[config.mk]
export PLATFORM = sky130hd
export DESIGN_NAME = mem_stage_flat
export DESIGN_NICKNAME = d
export VERILOG_FILES = /design/src/rtl/mem_stage_if.sv /design/src/rtl/mem_stage.sv /design/src/flat_wrapper.sv
export SDC_FILE = /design/constraint.sdc
export NUM_CORES = 1
export LEC_CHECK = 0
export ABC_AREA = 1
export CAP_MARGIN = 40
export CORE_AREA = 2 2 129 118
export DETAILED_ROUTE_END_ITERATION = 8
export DIE_AREA = 0 0 131 120
export GPL_TIMING_DRIVEN = 0
export PLACE_DENSITY = 0.79
export SLEW_MARGIN = 25
export SYNTH_ARGS = -nofsm -noshare
export SYNTH_HDL_FRONTEND = slang
export SYNTH_SLANG_ARGS = --single-unit
[constraint.sdc]
create_clock -name clk -period 3.4 [get_ports clk]
set_clock_uncertainty 0.2 [all_clocks]
set_input_delay 1.02 -clock clk [delete_from_list [all_inputs] [get_ports clk]]
set_output_delay 1.02 -clock clk [all_outputs]
set_load 0.02 [all_outputs]
[src/rtl/mem_stage_if.sv]
// Handshake and data bundle between EXE, MEM and WB around the memory stage.
// Also carries the data-SRAM response strobe and the write-back flush.
interface mem_stage_if #(
    parameter int DATA_W = 32
);
    logic              es2ms_valid;
    logic              ms_allowin;
    logic              es_mem_req;
    logic [4:0]        es_ld_op;
    logic [DATA_W-1:0] es_pc;
    logic              es_rf_we;
    logic [4:0]        es_rf_waddr;
    logic [DATA_W-1:0] es_result;
    logic              es_ex;
    logic              data_sram_data_ok;
    logic [DATA_W-1:0] data_sram_rdata;
    logic              wb_ex;
    logic              ws_allowin;
    logic              ms2ws_valid;
    logic [DATA_W-1:0] ms_pc;
    logic              ms_rf_we;
    logic [4:0]        ms_rf_waddr;
    logic [DATA_W-1:0] ms_rf_wdata;
    logic              ms_ex;
    logic [DATA_W+6:0] ms_rf_zip;

    modport master (
        output es2ms_valid, es_mem_req, es_ld_op, es_pc, es_rf_we,
        output es_rf_waddr, es_result, es_ex,
        output data_sram_data_ok, data_sram_rdata, wb_ex, ws_allowin,
        input  ms_allowin, ms2ws_valid, ms_pc, ms_rf_we, ms_rf_waddr,
        input  ms_rf_wdata, ms_ex, ms_rf_zip
    );

    modport slave (
        input  es2ms_valid, es_mem_req, es_ld_op, es_pc, es_rf_we,
        input  es_rf_waddr, es_result, es_ex,
        input  data_sram_data_ok, data_sram_rdata, wb_ex, ws_allowin,
        output ms_allowin, ms2ws_valid, ms_pc, ms_rf_we, ms_rf_waddr,
        output ms_rf_wdata, ms_ex, ms_rf_zip
    );
endinterface

[src/rtl/mem_stage.sv]
// Memory pipeline stage: waits for data-SRAM responses, aligns load data,
// and swallows responses that belong to instructions flushed by WB.
module mem_stage #(
    parameter int DATA_W = 32
) (
    input  logic        clk,
    input  logic        resetn,
    mem_stage_if.slave  bus
);
    logic              valid;
    logic              mem_req;
    logic [4:0]        ld_op;
    logic [DATA_W-1:0] pc;
    logic              rf_we;
    logic [4:0]        rf_waddr;
    logic [DATA_W-1:0] result;
    logic              ex;
    logic              data_got;
    logic [DATA_W-1:0] rdata_buf;
    logic [1:0]        discard_cnt;

    logic              waiting;
    logic              data_use;
    logic              ready_go;
    logic              allowin;
    logic              out_valid;
    logic              in_fire;
    logic              out_fire;
    logic              ld_pending;
    logic              inc_wait;
    logic              inc_in;
    logic              dec;
    logic [2:0]        cnt_sum;
    logic [DATA_W-1:0] src;
    logic [DATA_W-1:0] lane;
    logic [DATA_W-1:0] wdata;

    assign data_use  = bus.data_sram_data_ok & (discard_cnt == 2'd0);
    assign waiting   = valid & mem_req & ~ex & ~data_got;
    assign ready_go  = ~waiting | data_use;
    assign allowin   = ~valid | (ready_go & bus.ws_allowin);
    assign out_valid = valid & ready_go;
    assign in_fire   = bus.es2ms_valid & allowin;
    assign out_fire  = out_valid & bus.ws_allowin;
    assign ld_pending = valid & (|ld_op) & ~ready_go;

    // A waiting instruction whose response is not consumed this cycle
    // leaves an orphan in flight once it is flushed.
    assign inc_wait = bus.wb_ex & waiting & ~data_use;
    assign inc_in   = bus.wb_ex & in_fire & bus.es_mem_req & ~bus.es_ex;
    assign dec      = bus.data_sram_data_ok & (discard_cnt != 2'd0);
    assign cnt_sum  = {1'b0, discard_cnt} + {2'b0, inc_wait}
                    + {2'b0, inc_in} - {2'b0, dec};

    always_ff @(posedge clk or negedge resetn) begin
        if (!resetn) begin
            valid       <= 1'b0;
            mem_req     <= 1'b0;
            ld_op       <= '0;
            pc          <= '0;
            rf_we       <= 1'b0;
            rf_waddr    <= '0;
            result      <= '0;
            ex          <= 1'b0;
            data_got    <= 1'b0;
            rdata_buf   <= '0;
            discard_cnt <= '0;
        end else begin
            if (bus.wb_ex) begin
                valid <= 1'b0;
            end else if (allowin) begin
                valid <= bus.es2ms_valid;
            end
            if (in_fire) begin
                mem_req  <= bus.es_mem_req;
                ld_op    <= bus.es_ld_op;
                pc       <= bus.es_pc;
                rf_we    <= bus.es_rf_we;
                rf_waddr <= bus.es_rf_waddr;
                result   <= bus.es_result;
                ex       <= bus.es_ex;
            end
            if (in_fire || bus.wb_ex) begin
                data_got <= 1'b0;
            end else if (waiting && data_use && !out_fire) begin
                data_got  <= 1'b1;
                rdata_buf <= bus.data_sram_rdata;
            end
            discard_cnt <= (cnt_sum > 3'd3) ? 2'd3 : cnt_sum[1:0];
        end
    end

    assign src  = data_got ? rdata_buf : bus.data_sram_rdata;
    assign lane = src >> {result[1:0], 3'b000};

    always_comb begin
        wdata = result;
        unique case (1'b1)
            ld_op[4]: wdata = {{(DATA_W-8){lane[7]}}, lane[7:0]};
            ld_op[3]: wdata = {{(DATA_W-8){1'b0}}, lane[7:0]};
            ld_op[2]: wdata = {{(DATA_W-16){lane[15]}}, lane[15:0]};
            ld_op[1]: wdata = {{(DATA_W-16){1'b0}}, lane[15:0]};
            ld_op[0]: wdata = src;
            default:  wdata = result;
        endcase
    end

    assign bus.ms_allowin  = allowin;
    assign bus.ms2ws_valid = out_valid;
    assign bus.ms_pc       = pc;
    assign bus.ms_rf_we    = rf_we & ~ex;
    assign bus.ms_rf_waddr = rf_waddr;
    assign bus.ms_rf_wdata = wdata;
    assign bus.ms_ex       = ex;
    assign bus.ms_rf_zip   = {ld_pending, rf_we & ~ex & valid,
                              rf_waddr, wdata};
endmodule

[src/flat_wrapper.sv]
// flat-port wrapper written by rule: the top's interface ports become plain ports
module mem_stage_flat 
#(
    parameter int DATA_W = 32
)
  (clk, resetn, bus_es2ms_valid, bus_es_mem_req, bus_es_ld_op, bus_es_pc, bus_es_rf_we, bus_es_rf_waddr, bus_es_result, bus_es_ex, bus_data_sram_data_ok, bus_data_sram_rdata, bus_wb_ex, bus_ws_allowin, bus_ms_allowin, bus_ms2ws_valid, bus_ms_pc, bus_ms_rf_we, bus_ms_rf_waddr, bus_ms_rf_wdata, bus_ms_ex, bus_ms_rf_zip);
  mem_stage_if #(.DATA_W(DATA_W)) bus_i ();
  input  logic clk;
  input  logic resetn;
  input wire logic [$bits(bus_i.es2ms_valid)-1:0] bus_es2ms_valid;
  input wire logic [$bits(bus_i.es_mem_req)-1:0] bus_es_mem_req;
  input wire logic [$bits(bus_i.es_ld_op)-1:0] bus_es_ld_op;
  input wire logic [$bits(bus_i.es_pc)-1:0] bus_es_pc;
  input wire logic [$bits(bus_i.es_rf_we)-1:0] bus_es_rf_we;
  input wire logic [$bits(bus_i.es_rf_waddr)-1:0] bus_es_rf_waddr;
  input wire logic [$bits(bus_i.es_result)-1:0] bus_es_result;
  input wire logic [$bits(bus_i.es_ex)-1:0] bus_es_ex;
  input wire logic [$bits(bus_i.data_sram_data_ok)-1:0] bus_data_sram_data_ok;
  input wire logic [$bits(bus_i.data_sram_rdata)-1:0] bus_data_sram_rdata;
  input wire logic [$bits(bus_i.wb_ex)-1:0] bus_wb_ex;
  input wire logic [$bits(bus_i.ws_allowin)-1:0] bus_ws_allowin;
  output wire logic [$bits(bus_i.ms_allowin)-1:0] bus_ms_allowin;
  output wire logic [$bits(bus_i.ms2ws_valid)-1:0] bus_ms2ws_valid;
  output wire logic [$bits(bus_i.ms_pc)-1:0] bus_ms_pc;
  output wire logic [$bits(bus_i.ms_rf_we)-1:0] bus_ms_rf_we;
  output wire logic [$bits(bus_i.ms_rf_waddr)-1:0] bus_ms_rf_waddr;
  output wire logic [$bits(bus_i.ms_rf_wdata)-1:0] bus_ms_rf_wdata;
  output wire logic [$bits(bus_i.ms_ex)-1:0] bus_ms_ex;
  output wire logic [$bits(bus_i.ms_rf_zip)-1:0] bus_ms_rf_zip;
  assign bus_i.es2ms_valid = bus_es2ms_valid;
  assign bus_i.es_mem_req = bus_es_mem_req;
  assign bus_i.es_ld_op = bus_es_ld_op;
  assign bus_i.es_pc = bus_es_pc;
  assign bus_i.es_rf_we = bus_es_rf_we;
  assign bus_i.es_rf_waddr = bus_es_rf_waddr;
  assign bus_i.es_result = bus_es_result;
  assign bus_i.es_ex = bus_es_ex;
  assign bus_i.data_sram_data_ok = bus_data_sram_data_ok;
  assign bus_i.data_sram_rdata = bus_data_sram_rdata;
  assign bus_i.wb_ex = bus_wb_ex;
  assign bus_i.ws_allowin = bus_ws_allowin;
  assign bus_ms_allowin = bus_i.ms_allowin;
  assign bus_ms2ws_valid = bus_i.ms2ws_valid;
  assign bus_ms_pc = bus_i.ms_pc;
  assign bus_ms_rf_we = bus_i.ms_rf_we;
  assign bus_ms_rf_waddr = bus_i.ms_rf_waddr;
  assign bus_ms_rf_wdata = bus_i.ms_rf_wdata;
  assign bus_ms_ex = bus_i.ms_ex;
  assign bus_ms_rf_zip = bus_i.ms_rf_zip;
  mem_stage #(.DATA_W(DATA_W)) u_core (.clk(clk), .resetn(resetn), .bus(bus_i));
endmodule
; ---- Word-level counts from Yosys, hierarchy flattened
; Cells that the tools add are included.
[totals]
register_bits = 113
in_bits = 115
out_inout_bits = 112
wordCells = 61
[classes]
addsub = 3
magnitude_cmp = 1
shifts = 1
n_mux = 7
bitwise = 28
n_reduce_logical = 10
[ops]
columns = operator, count
row1 = $pmux 32 s5, 1
row2 = $mux 32, 1
row3 = $shr 32x5->16, 1
row4 = $and 1x1->1, 18
row5 = $not 1->1, 8
row6 = $reduce_bool 2->1, 3
row7 = $reduce_or 5->1, 1
row8 = $mux 1, 4
row9 = $add 2x1->3, 1
row10 = $add 3x1->3, 1
row11 = $gt 3x2->1 const B, 1
row12 = $sub 3x1->3, 1
row13 = $logic_and 1x1->1, 2
row14 = $logic_not 2->1, 1
row15 = $mux 2, 1
row16 = $or 1x1->1, 2
row17 = $reduce_and 2->1, 1
row18 = $logic_not 1->1, 1
row19 = $logic_or 1x1->1, 1

; ---- Depth between registers and ports, before layout
; Gate-level depths: netlist of the first run.
[logic_depth]
word_depth = 15
ltp_mapped = 13
depth_no_buf = 11

; ---- Worst setup path after synthesis of the first run
; No wires, ideal clock.
[synth_timing]
kind = input to output
start = input bus_data_sram_rdata[31]
end = output bus_ms_rf_zip[10]
arrival_time_ps = 2074
required_ps = 2180
slack_ps = 106
cell_stages = 10
n_path_buf = 2
cell_sequence = nand2_1 -> nand2_1 -> nand2_1 -> nand2_1 -> inv_1 -> nand2_1 -> nand2_2 -> buf_4 -> nand4_1 -> buf_4
[synth_between]
elab_chain_cells = 3
[synth_rtl]
columns = element, line_no
row1 = "start, declared", flat_wrapper.sv:19  ; input wire logic [$bits(bus_i.data_sram_rdata)-1:0] bus_data_sram_rdata;
row2 = $mux 32, mem_stage.sv:93  ; assign src = data_got ? rdata_buf : bus.data_sram_rdata;
row3 = $shr 32x5->16, mem_stage.sv:94  ; assign lane = src >> {result[1:0], 3'b000};
row4 = $pmux 32 s5, mem_stage.sv:98  ; unique case (1'b1)
row5 = "end, declared", flat_wrapper.sv:29  ; output wire logic [$bits(bus_i.ms_rf_zip)-1:0] bus_ms_rf_zip;
; Every way passes these cells.

; ---- Worst setup path after layout of the first run
[layout_timing]
start = input bus_data_sram_rdata[31]
end = output bus_ms_rf_wdata[10]
[layout_between]
elab_chain_cells = 3
[layout_rtl]
columns = element, line_no
row1 = $mux 32, mem_stage.sv:93
row2 = $shr 32x5->16, mem_stage.sv:94
row3 = $pmux 32 s5, mem_stage.sv:98
row4 = "end, declared", flat_wrapper.sv:27  ; output wire logic [$bits(bus_i.ms_rf_wdata)-1:0] bus_ms_rf_wdata;
; Every way passes these cells.

==> qor.csv, run 1 <==
stage,metric,value,unit
run_status,outcome,"complete, but fails checks",
run_status,violated checks,setup timing,
logic_synthesis,ys async rst share,100.0,%
timing,Slew @ Worst Pin,0.6070,ns
final_layout,P&R area growth vs syn,57.01,%
detailed_routing,Detailed Route WL,23150,um
floorplanning,initial core utilization,43.98,%
detailed_routing,number of DRC markers in iteration 0,574,
logic_synthesis,Post-synth EDFFs,0,
critical_path,WP data required,2.18,ns
timing,unrepaired setup endpoints after global routing,true,
critical_path,slowest CP cell,buf_4,
critical_path,FF-to-FF Start,u_core.data_got,
global_route,total global-route track usage,28.94,%
timing,setup ws final,-0.07403,ns
pwr,switching share of power,36.54,%
cts,clock slew at reported path FFs,0.05,ns
pwr,total power,5.664,mW
cts,clock buffer depth,2,
final_layout,share of layout cells above drive strength 1,27.52,%
floorplanning,num rows,42,
place,placed cell areas,0.008895,mm^2
hold_path,Hold Path Stages,2,
pwr,internal power,3.595,mW
place,gp weighted congestion,0.9321,
critical_path,r2r setup slk,0.26,ns
cts,clk_lat worst skew,0.42,ns
global_route,number of global-route vias before repair,6815,
pwr,Worst VDD drop,0.4149,mV
critical_path,R2R cell count,13,
cts,TritonCTS Sinks,113,
timing,setup violators final,12,
detailed_routing,DRC Markers,0,
detailed_routing,DRT Pass-1 Iters,6,
timing,final setup TNS,-0.3865,ns
final_layout,nets,1264,
place,port bufs,226,
detailed_routing,wire per inst,17.05,um
timing,fmax,287.9,MHz
critical_path,CP most frequent cell,nand2_4,
pwr,Comb pwr share,39.1,%
cts,TritonCTS Buffers,17,
pwr,Leak,5.130,nW
critical_path,crit-path max FO,7,
timing,Final min period,3.474,ns
logic_synthesis,top_reg_cell synth,dfrtp_1,
logic_synthesis,register area share after synthesis,44.49,%
logic_synthesis,Area contributors post-synth,"dfrtp_1 44%, nand2_1 29%, nand4_1 5.5%, buf_4 5.4%, nand3_1 2.7%",
cts,CTS tree,done,
floorplanning,Die Area,0.01572,mm^2
logic_synthesis,"flops & latches, synth",113,
timing,Final Slew Violations,0,
detailed_routing,Vias/cell,5.216,
logic_synthesis,syn avg cell area,7.223,um^2
global_route,initial antenna violation count,1,
logic_synthesis,Mapped Area,0.006356,mm^2
critical_path,Worst Path Arrival,2.25,ns
logic_synthesis,most common cell in the netlist,nand2_1,
logic_synthesis,Yosys Warn Count,0,
global_route,grt ovf,0,
detailed_routing,Antenna Nets Post-Route,0,
cts,root buffer cell,clkbuf_16,
global_route,largest net degree at the start of global routing,63,
timing,final hold vios,0,
logic_synthesis,"Distinct cells, synth",29,
logic_synthesis,Syn Nets,998,
cts,H-Tree Depth,4,
hold_path,hold worst-path end,u_core.rdata_buf[7],
final_layout,utilization after layout,69.06,%
timing,Max-slew headroom,59.54,%
critical_path,reg2reg end,u_core.discard_cnt[1],
floorplanning,Die X,131,um
place,cell count after placement,1305,
cts,hold_buf cts,0,
pwr,clock network fraction of total power,31.9,%
pwr,Net Sw Power,2.069,mW
logic_synthesis,post-synth top area cell,dfrtp_1,
critical_path,crit-path max cell delay,0.22,ns
logic_synthesis,Yosys top cell area share,44.49,%
place,detailed-placement wirelength estimate,16450,um
critical_path,crit path cell chain,buf_8 > nand2_4 > nand2_4 > nand2_2 > nand2_2 > inv_2 > nand2_4 > nand2_8 > buf_6 > nand4_1 > buf_4 > buf_6,
floorplanning,Boundary Pins,227,
pwr,PwrDens,567.5,mW/mm^2
final_layout,post-route non-filler standard cell count,1358,
critical_path,startpoint types,input pin,
global_route,global-route wire length before repair,34720,um
critical_path,Top delay family on crit path,buffers and inverters,
hold_path,worst hold start,u_core.rdata_buf[7],
final_layout,Filler Cell Count,1204,
critical_path,CP bufs+invs,5,
timing,final period utilization,102.2,%
logic_synthesis,Syn Inst Count,880,
run,max-cap violations,0,
hold_path,Hold Crit Class,register to register,
logic_synthesis,synth cell count leaders,"483 x nand2_1, 113 x dfrtp_1, 56 x nand4_1, 46 x buf_4, 34 x nand3_1",
pwr,Sequential Power Share,29.0,%
critical_path,Crit Path Category,input pin to output pin,
floorplanning,Placeable Area,0.01445,mm^2
floorplanning,Die Y,120,um
final_layout,post-route cell area,0.009980,mm^2
detailed_routing,Vias,7083,
critical_path,CP Capture Type,output pin,
power by group through the flow:
stage	registers (mW)	logic (mW)	clock network, mW
after floorplan	1.71	1.09	0
after global placement	1.65	2.16	0
after detailed placement	1.65	2.20	0
after CTS	1.64	2.11	1.81
after global routing	1.66	2.37	1.88
final	1.64	2.21	1.81
flip-flops by register name (all words and copies together), names as in the netlist:
name / cells
u_core.rf_we: 1
u_core.discard_cnt: 2
u_core.bus.ms_pc: 32
u_core.bus.ms_rf_waddr: 5
u_core.bus.ms_ex: 1
u_core.valid: 1
u_core.data_got: 1
u_core.mem_req: 1
u_core.result: 32
u_core.rdata_buf: 32
u_core.ld_op: 5
layout make-up:
cell class	count	area [um^2]	share of cell area, %
Buffer	75	560.5	5.617
Antenna cell	1	2.502	0.02508
Clock inverter	13	150.1	1.505
Timing Repair Buffer	259	2387	23.92
Sequential cell	113	2828	28.33
Tap cell	198	247.7	2.482
Clock buffer	19	442.9	4.438
Multi-Input combinational cell	651	3242	32.48
Inverter	29	118.9	1.191
tightest hold or removal path, cell delays in order, from the launching register on:
cell     delay, ns
dfrtp_1       0.34
nand2_1       0.05
nand2_1       0.05
how the worst max path moves through the flow:
stage / from / to / slack [ns] / cells past startpoint
6_report: bus_data_sram_rdata[31] / bus_ms_rf_wdata[10] / -0.07 / 12
5_1_grt: u_core.data_got / bus_ms_rf_wdata[10] / -0.14 / 13
4_1_cts: bus_data_sram_rdata[31] / bus_ms_rf_zip[8] / -0.06 / 12
3_5_place_dp: bus_data_sram_rdata[31] / bus_ms_rf_zip[10] / -1.04 / 12
3_3_place_gp: resetn / u_core.bus.ms_pc[21] / -3.32 / 1
2_1_floorplan: bus_data_sram_rdata[31] / bus_ms_rf_zip[10] / 0.11 / 10
what timing repair did:
action                                  4_1_cts  5_1_grt
cloned                                        4        1
endpoints found under the setup margin       67       64
pin swaps                                    49       41
setup buffers                                16       11
resized for setup                           427      117
cell usage in the layout (no fill, tap or decap), types with 4 or more instances in the layout:
master             n
nand2_4           17
buf_2             48
nand3_2           12
buf_6             42
inv_2              4
buf_8              6
dfrtp_1          113
nand2_1          428
clkinvlp_4         5
buf_4             71
inv_6              5
dlygate4sd2_1     27
o21ai_2            7
clkbuf_2           4
or2_2              6
clkdlybuf4s50_1  126
clkbuf_1           5
inv_1             22
nand2_2           40
and2_4             7
o21ai_4            4
clkbuf_16         17
nand4_1           56
nand3_1           22
nor2_1            15
or2_4              8
o21ai_1            4
a21oi_1            7
stage by stage:
step                      hold WS [ns]  worst slack [ns]
after detailed placement        0.2538            -1.040
after global routing            0.2938           -0.1354
after global placement          0.2490            -3.321
after floorplan                 0.2367            0.1062
after CTS                       0.2735          -0.06430
final                           0.2717          -0.07403
metal layers:
metal	up-vias	global-route usage [%]	share of wire [%]
met5	-	0	0
met4	0	12.23	4.1
met3	80	9.050	11
met2	443	45.69	46
met1	3288	36.57	38
li1	3272	-	-
logic make-up (layout without fill, tap and decap cells):
family                   after synthesis  in the layout  share of synthesized area (%)
XOR/XNOR                               1              1                         0.1378
other                                  0              1                              0
flip-flops                           113            113                          44.49
AO/OA/AOI/OAI                         25             25                          2.087
adder cells (fa/ha/maj)                3              3                         0.8268
AND/OR/NAND/NOR                      622            622                          41.46
buffers and inverters                116            395                          11.00
Note: power is estimated with default switching activity, not from simulation.
==> run 2, diff against run 1 <==
--- a/config.mk
+++ b/config.mk
@@ -6,7 +6,6 @@
 export NUM_CORES = 1
 export LEC_CHECK = 0
 export ABC_AREA = 1
-export CAP_MARGIN = 40
 export CORE_AREA = 2 2 129 118
 export DETAILED_ROUTE_END_ITERATION = 8
 export DIE_AREA = 0 0 131 120
==> run 2 against run 1 <==
Net effect: design area did not move; combinational power barely moved; total power did not move; largest power group unchanged; the flow still finishes with violations (setup timing); worst setup slack did not move; sequential cell count did not move; sequential share of layout area did not move; final cell count did not move; global-route usage did not move; maximum frequency did not move; hold slack did not move; clock-buffer cell count did not move.
==> qor.csv, run 2 (synthesized netlist as in run 1, its figures left out) <==
stage,metric,value,unit
cts,CTS tree,done,
global_route,global-route wire length before repair,34720,um
floorplanning,Placeable Area,0.01445,mm^2
pwr,Comb pwr share,39.1,%
place,Place WS,-1.040,ns
pwr,Leak,5.130,nW
floorplanning,Die Area,0.01572,mm^2
floorplanning,num rows,42,
run_status,violated checks,setup timing,
detailed_routing,DRC Markers,0,
cts,clock slew at reported path FFs,0.05,ns
timing,Final min period,3.474,ns
critical_path,Worst Path Arrival,2.25,ns
hold_path,Hold Crit Class,register to register,
detailed_routing,wire per inst,17.05,um
cts,hold_buf cts,0,
place,gp weighted congestion,0.9321,
pwr,clock network fraction of total power,31.9,%
critical_path,crit-path max FO,7,
timing,setup ws final,-0.07403,ns
cts,clk_lat worst skew,0.42,ns
timing,final hold vios,0,
timing,final setup TNS,-0.3865,ns
timing,setup violators final,12,
floorplanning,Die X,131,um
floorplanning,initial core utilization,43.98,%
run,max-cap violations,0,
critical_path,Crit Path Category,input pin to output pin,
pwr,switching share of power,36.54,%
timing,fmax,287.9,MHz
place,detailed-placement wirelength estimate,16450,um
timing,Max-slew headroom,59.54,%
detailed_routing,Vias,7083,
timing,tightest hold margin,0.2717,ns
cts,root buffer cell,clkbuf_16,
global_route,largest net degree at the start of global routing,63,
timing,final period utilization,102.2,%
global_route,grt ovf,0,
pwr,internal power,3.595,mW
final_layout,"most common cell after layout, fill and taps aside",nand2_1,
detailed_routing,Detailed Route WL,23150,um
pwr,Sequential Power Share,29.0,%
floorplanning,Boundary Pins,227,
final_layout,Filler Cell Count,1204,
timing,Final Slew Violations,0,
place,port bufs,226,
critical_path,WP data required,2.18,ns
final_layout,share of layout cells above drive strength 1,27.52,%
pwr,Net Sw Power,2.069,mW
cts,TritonCTS Buffers,17,
timing,unrepaired setup endpoints after global routing,true,
cts,clock buffer depth,2,
floorplanning,Die Y,120,um
run_status,outcome,"complete, but fails checks",
detailed_routing,number of DRC markers in iteration 0,574,
timing,Slew @ Worst Pin,0.6070,ns
cts,TritonCTS Sinks,113,
pwr,PwrDens,567.5,mW/mm^2
detailed_routing,Antenna Nets Post-Route,0,
critical_path,CP Capture Type,output pin,
global_route,number of global-route vias before repair,6815,
pwr,total power,5.664,mW
final_layout,nets,1264,
critical_path,startpoint types,input pin,
global_route,initial antenna violation count,1,
final_layout,most frequent cells in the layout,"428 x nand2_1, 126 x clkdlybuf4s50_1, 113 x dfrtp_1",
pwr,Worst VDD drop,0.4149,mV
final_layout,P&R area growth vs syn,57.01,%
global_route,total global-route track usage,28.94,%
cts,H-Tree Depth,4,
detailed_routing,Vias/cell,5.216,
detailed_routing,DRT Pass-1 Iters,6,
run 2: cell counts in the layout (fill, tap and decap cells not counted):
No cell type changed its count.
run 2: final timing paths:
check / to / cells after the start / slack [ns] / from
max: bus_ms_rf_wdata[10] / 12 / -0.07 / bus_data_sram_rdata[31]
max in group asynchronous: u_core.mem_req / 2 / 1.95 / resetn
min: u_core.rdata_buf[7] / 2 / 0.27 / u_core.rdata_buf[7]
min reg2reg: u_core.rdata_buf[7] / 2 / 0.27 / u_core.rdata_buf[7]
max reg2reg: u_core.discard_cnt[1] / 13 / 0.26 / u_core.data_got
min in group asynchronous: u_core.rdata_buf[31] / 1 / 0.35 / resetn
run 2: what timing repair did:
action                                  4_1_cts  5_1_grt
hold endpoints to repair                      0        0
cloned                                        4        1
endpoints found under the setup margin       67       64
pin swaps                                    49       41
gates resized for setup                     427      117
setup buffers                                16       11
run 2: area by class of cell:
class / count / area (um^2) / area share, %
multi-input combinational: 651 / 3242 / 32.48
tap: 198 / 247.7 / 2.482
buffer: 75 / 560.5 / 5.617
antenna: 1 / 2.502 / 0.02508
sequential: 113 / 2828 / 28.33
clock buffer: 19 / 442.9 / 4.438
inverter: 29 / 118.9 / 1.191
clock inverter: 13 / 150.1 / 1.505
timing repair buffer: 259 / 2387 / 23.92
run 2: worst max-delay path, stage by stage:
cell,delay [ns]
buf_8,0.10
nand2_4,0.06
nand2_4,0.07
nand2_2,0.07
nand2_2,0.05
inv_2,0.06
nand2_4,0.07
nand2_8,0.10
buf_6,0.13
nand4_1,0.19
buf_4,0.22
buf_6,0.12
run 2: stage by stage:
stage / cells / area (um^2) / utilization [%]
finish: 1358 / 9980 / 69.06
global route: 1358 / 9980 / 69.06
CTS: 1350 / 9614 / 66.53
detailed placement: 1305 / 8895 / 61.55
global placement: 1304 / 8866 / 61.35
floorplan: 880 / 6356 / -
run 2: power by group through the flow:
stage	sequential (mW)	clock [mW]	combinational, mW
after floorplan	1.71	0	1.09
after global placement	1.65	0	2.16
after detailed placement	1.65	0	2.20
after CTS	1.64	1.81	2.11
after global routing	1.66	1.88	2.37
final	1.64	1.81	2.21
run 2: layer usage:
layer	share of wire (%)	wire length [um]	up-vias	global-route usage, %
met5	0	0	-	0
met4	4.1	957	0	12.23
met3	11	2635	80	9.050
met2	46	10660	443	45.69
met1	38	8894	3288	36.57
li1	-	-	3272	-
==> run 3, diff against run 2 <==
--- a/config.mk
+++ b/config.mk
@@ -9,9 +9,9 @@
 export CORE_AREA = 2 2 129 118
 export DETAILED_ROUTE_END_ITERATION = 8
 export DIE_AREA = 0 0 131 120
-export GPL_TIMING_DRIVEN = 0
 export PLACE_DENSITY = 0.79
-export SLEW_MARGIN = 25
+export SLEW_MARGIN = 20
 export SYNTH_ARGS = -nofsm -noshare
 export SYNTH_HDL_FRONTEND = slang
 export SYNTH_SLANG_ARGS = --single-unit
+export TNS_END_PERCENT = 100
==> run 3 against run 2 <==
Net effect: utilization decreased by 1.8 points; first-iteration DRC count increased by 5.6%; design area decreased by 2.7%; hold slack better by 0.00064 ns; the run still ends with setup timing left; clock-buffer cell count is 1 lower; non-clock buffer count is 40 lower; total power shrank 1.8%; critical endpoint is now bus_ms_rf_zip[8].
==> qor.csv, run 3 (synthesized netlist as in run 1, its figures left out) <==
stage,metric,value,unit
place,Place WS,-0.8496,ns
cts,TritonCTS Buffers,17,
run,max-cap violations,0,
detailed_routing,Antenna Nets Post-Route,0,
cts,hold_buf cts,0,
cts,clock buffer depth,2,
timing,Final Slew Violations,0,
timing,fmax,288.4,MHz
cts,root buffer cell,clkbuf_16,
detailed_routing,wire per inst,16.50,um
pwr,Net Sw Power,2.022,mW
critical_path,Worst Path Arrival,2.25,ns
place,port bufs,226,
pwr,switching share of power,36.37,%
detailed_routing,Vias,6780,
timing,setup violators final,7,
run_status,violated checks,setup timing,
cts,CTS tree,done,
global_route,grt ovf,0,
global_route,global-route wire length before repair,33510,um
critical_path,Crit Path Category,input pin to output pin,
critical_path,r2r setup slk,0.53,ns
detailed_routing,Detailed Route WL,21770,um
hold_path,Hold Path Stages,2,
detailed_routing,number of DRC markers in iteration 0,606,
hold_path,hold worst-path end,u_core.rdata_buf[19],
run_status,outcome,"complete, but fails checks",
timing,Slew @ Worst Pin,0.7476,ns
global_route,total global-route track usage,27.73,%
place,detailed-placement wirelength estimate,15110,um
pwr,Worst VDD drop,0.4249,mV
floorplanning,Placeable Area,0.01445,mm^2
global_route,number of global-route vias before repair,6603,
floorplanning,Die Y,120,um
critical_path,crit-path max FO,6,
floorplanning,num rows,42,
global_route,largest net degree at the start of global routing,78,
timing,Final min period,3.468,ns
final_layout,post-route non-filler standard cell count,1319,
hold_path,Hold Crit Class,register to register,
final_layout,Filler Cell Count,1228,
pwr,Leak,4.994,nW
timing,tightest hold margin,0.2723,ns
pwr,PwrDens,572.3,mW/mm^2
detailed_routing,DRC Markers,0,
timing,final hold vios,0,
floorplanning,initial core utilization,43.98,%
final_layout,nets,1225,
global_route,initial antenna violation count,3,
final_layout,Reg area,0.002830,mm^2
critical_path,R2R cell count,12,
place,gp weighted congestion,0.9201,
place,placed cell areas,0.008753,mm^2
place,cell count after placement,1273,
timing,unrepaired setup endpoints after global routing,true,
final_layout,most frequent cells in the layout,"454 x nand2_1, 126 x clkdlybuf4s50_1, 111 x dfrtp_1",
pwr,Comb pwr share,38.6,%
critical_path,FF-to-FF Start,u_core.data_got,
final_layout,P&R area growth vs syn,52.83,%
detailed_routing,Vias/cell,5.140,
cts,clk_lat worst skew,0.42,ns
critical_path,startpoint types,input pin,
timing,setup ws final,-0.06782,ns
final_layout,area occupied by multi-input gates,0.003095,mm^2
pwr,clock network fraction of total power,31.9,%
critical_path,WP data required,2.18,ns
pwr,Sequential Power Share,29.5,%
timing,final period utilization,102.0,%
floorplanning,Die Area,0.01572,mm^2
critical_path,CP Capture Type,output pin,
final_layout,"most common cell after layout, fill and taps aside",nand2_1,
pwr,total power,5.559,mW
final_layout,share of layout cells above drive strength 1,22.77,%
cts,H-Tree Depth,4,
timing,Max-slew headroom,50.16,%
critical_path,reg2reg end,u_core.discard_cnt[1],
detailed_routing,DRT Pass-1 Iters,5,
cts,clock slew at reported path FFs,0.06,ns
pwr,internal power,3.537,mW
hold_path,worst hold start,u_core.rdata_buf[19],
floorplanning,Boundary Pins,227,
floorplanning,Die X,131,um
final_layout,post-route cell area,0.009714,mm^2
cts,TritonCTS Sinks,113,
[run 3: final cells by class]
cell class                      count  share of cell area, %
Antenna cell                        1                0.02576
Clock buffer                       18                  4.418
Tap cell                          198                  2.550
Timing Repair Buffer              294                  29.21
Multi-Input combinational cell    652                  31.87
Inverter                           29                  1.198
Clock inverter                     14                  1.597
Sequential cell                   113                  29.13
[run 3: routing by layer]
metal,global-route usage (%),share of wire (%)
met1,33.47,38
met2,45.89,49
met3,9.987,10
met4,9.043,2.3
met5,0,0.14
[run 3: worst max path at each step]
| stage | slack, ns | startpoint | to |
|---|---|---|---|
| floorplan | 0.11 | bus_data_sram_rdata[31] | bus_ms_rf_zip[10] |
| global route | -0.10 | bus_data_sram_rdata[7] | bus_ms_rf_zip[9] |
| CTS | -0.05 | bus_data_sram_rdata[23] | bus_ms_rf_wdata[8] |
| detailed placement | -0.85 | bus_data_sram_rdata[31] | bus_ms_rf_wdata[8] |
| global placement | -0.83 | bus_data_sram_rdata[19] | bus_ms_rf_zip[3] |
| finish | -0.07 | bus_data_sram_rdata[7] | bus_ms_rf_zip[8] |
[run 3: timing repair]
action                                  4_1_cts  5_1_grt
hold endpoints to repair                      0        0
setup buffers                                10        0
gates cloned                                  4        0
pin swaps                                    35       32
resized for setup                           432       59
endpoints found under the setup margin       67       54
[run 3: power by group through the flow]
stage	logic [mW]	registers, mW	clock network [mW]
6_report	2.15	1.64	1.78
5_1_grt	2.29	1.66	1.86
4_1_cts	2.07	1.64	1.79
3_5_place_dp	2.05	1.65	0
3_3_place_gp	2.02	1.65	0
2_1_floorplan	1.09	1.71	0
[run 3: through the flow]
step	TNS [ns]	util (%)
3_3_place_gp	-49.36	60.57
6_report	-0.1838	67.22
5_1_grt	-1.438	67.22
4_1_cts	-0.1596	65.97
2_1_floorplan	0	-
3_5_place_dp	-49.81	60.57
[run 3: worst max-delay path, stage by stage]
cell     delay [ns]
buf_2          0.13
nand2_2        0.08
nand3_1        0.08
nand3_2        0.11
nand2_4        0.07
nand2_4        0.10
buf_12         0.11
buf_12         0.10
nand4_1        0.20
buf_4          0.24
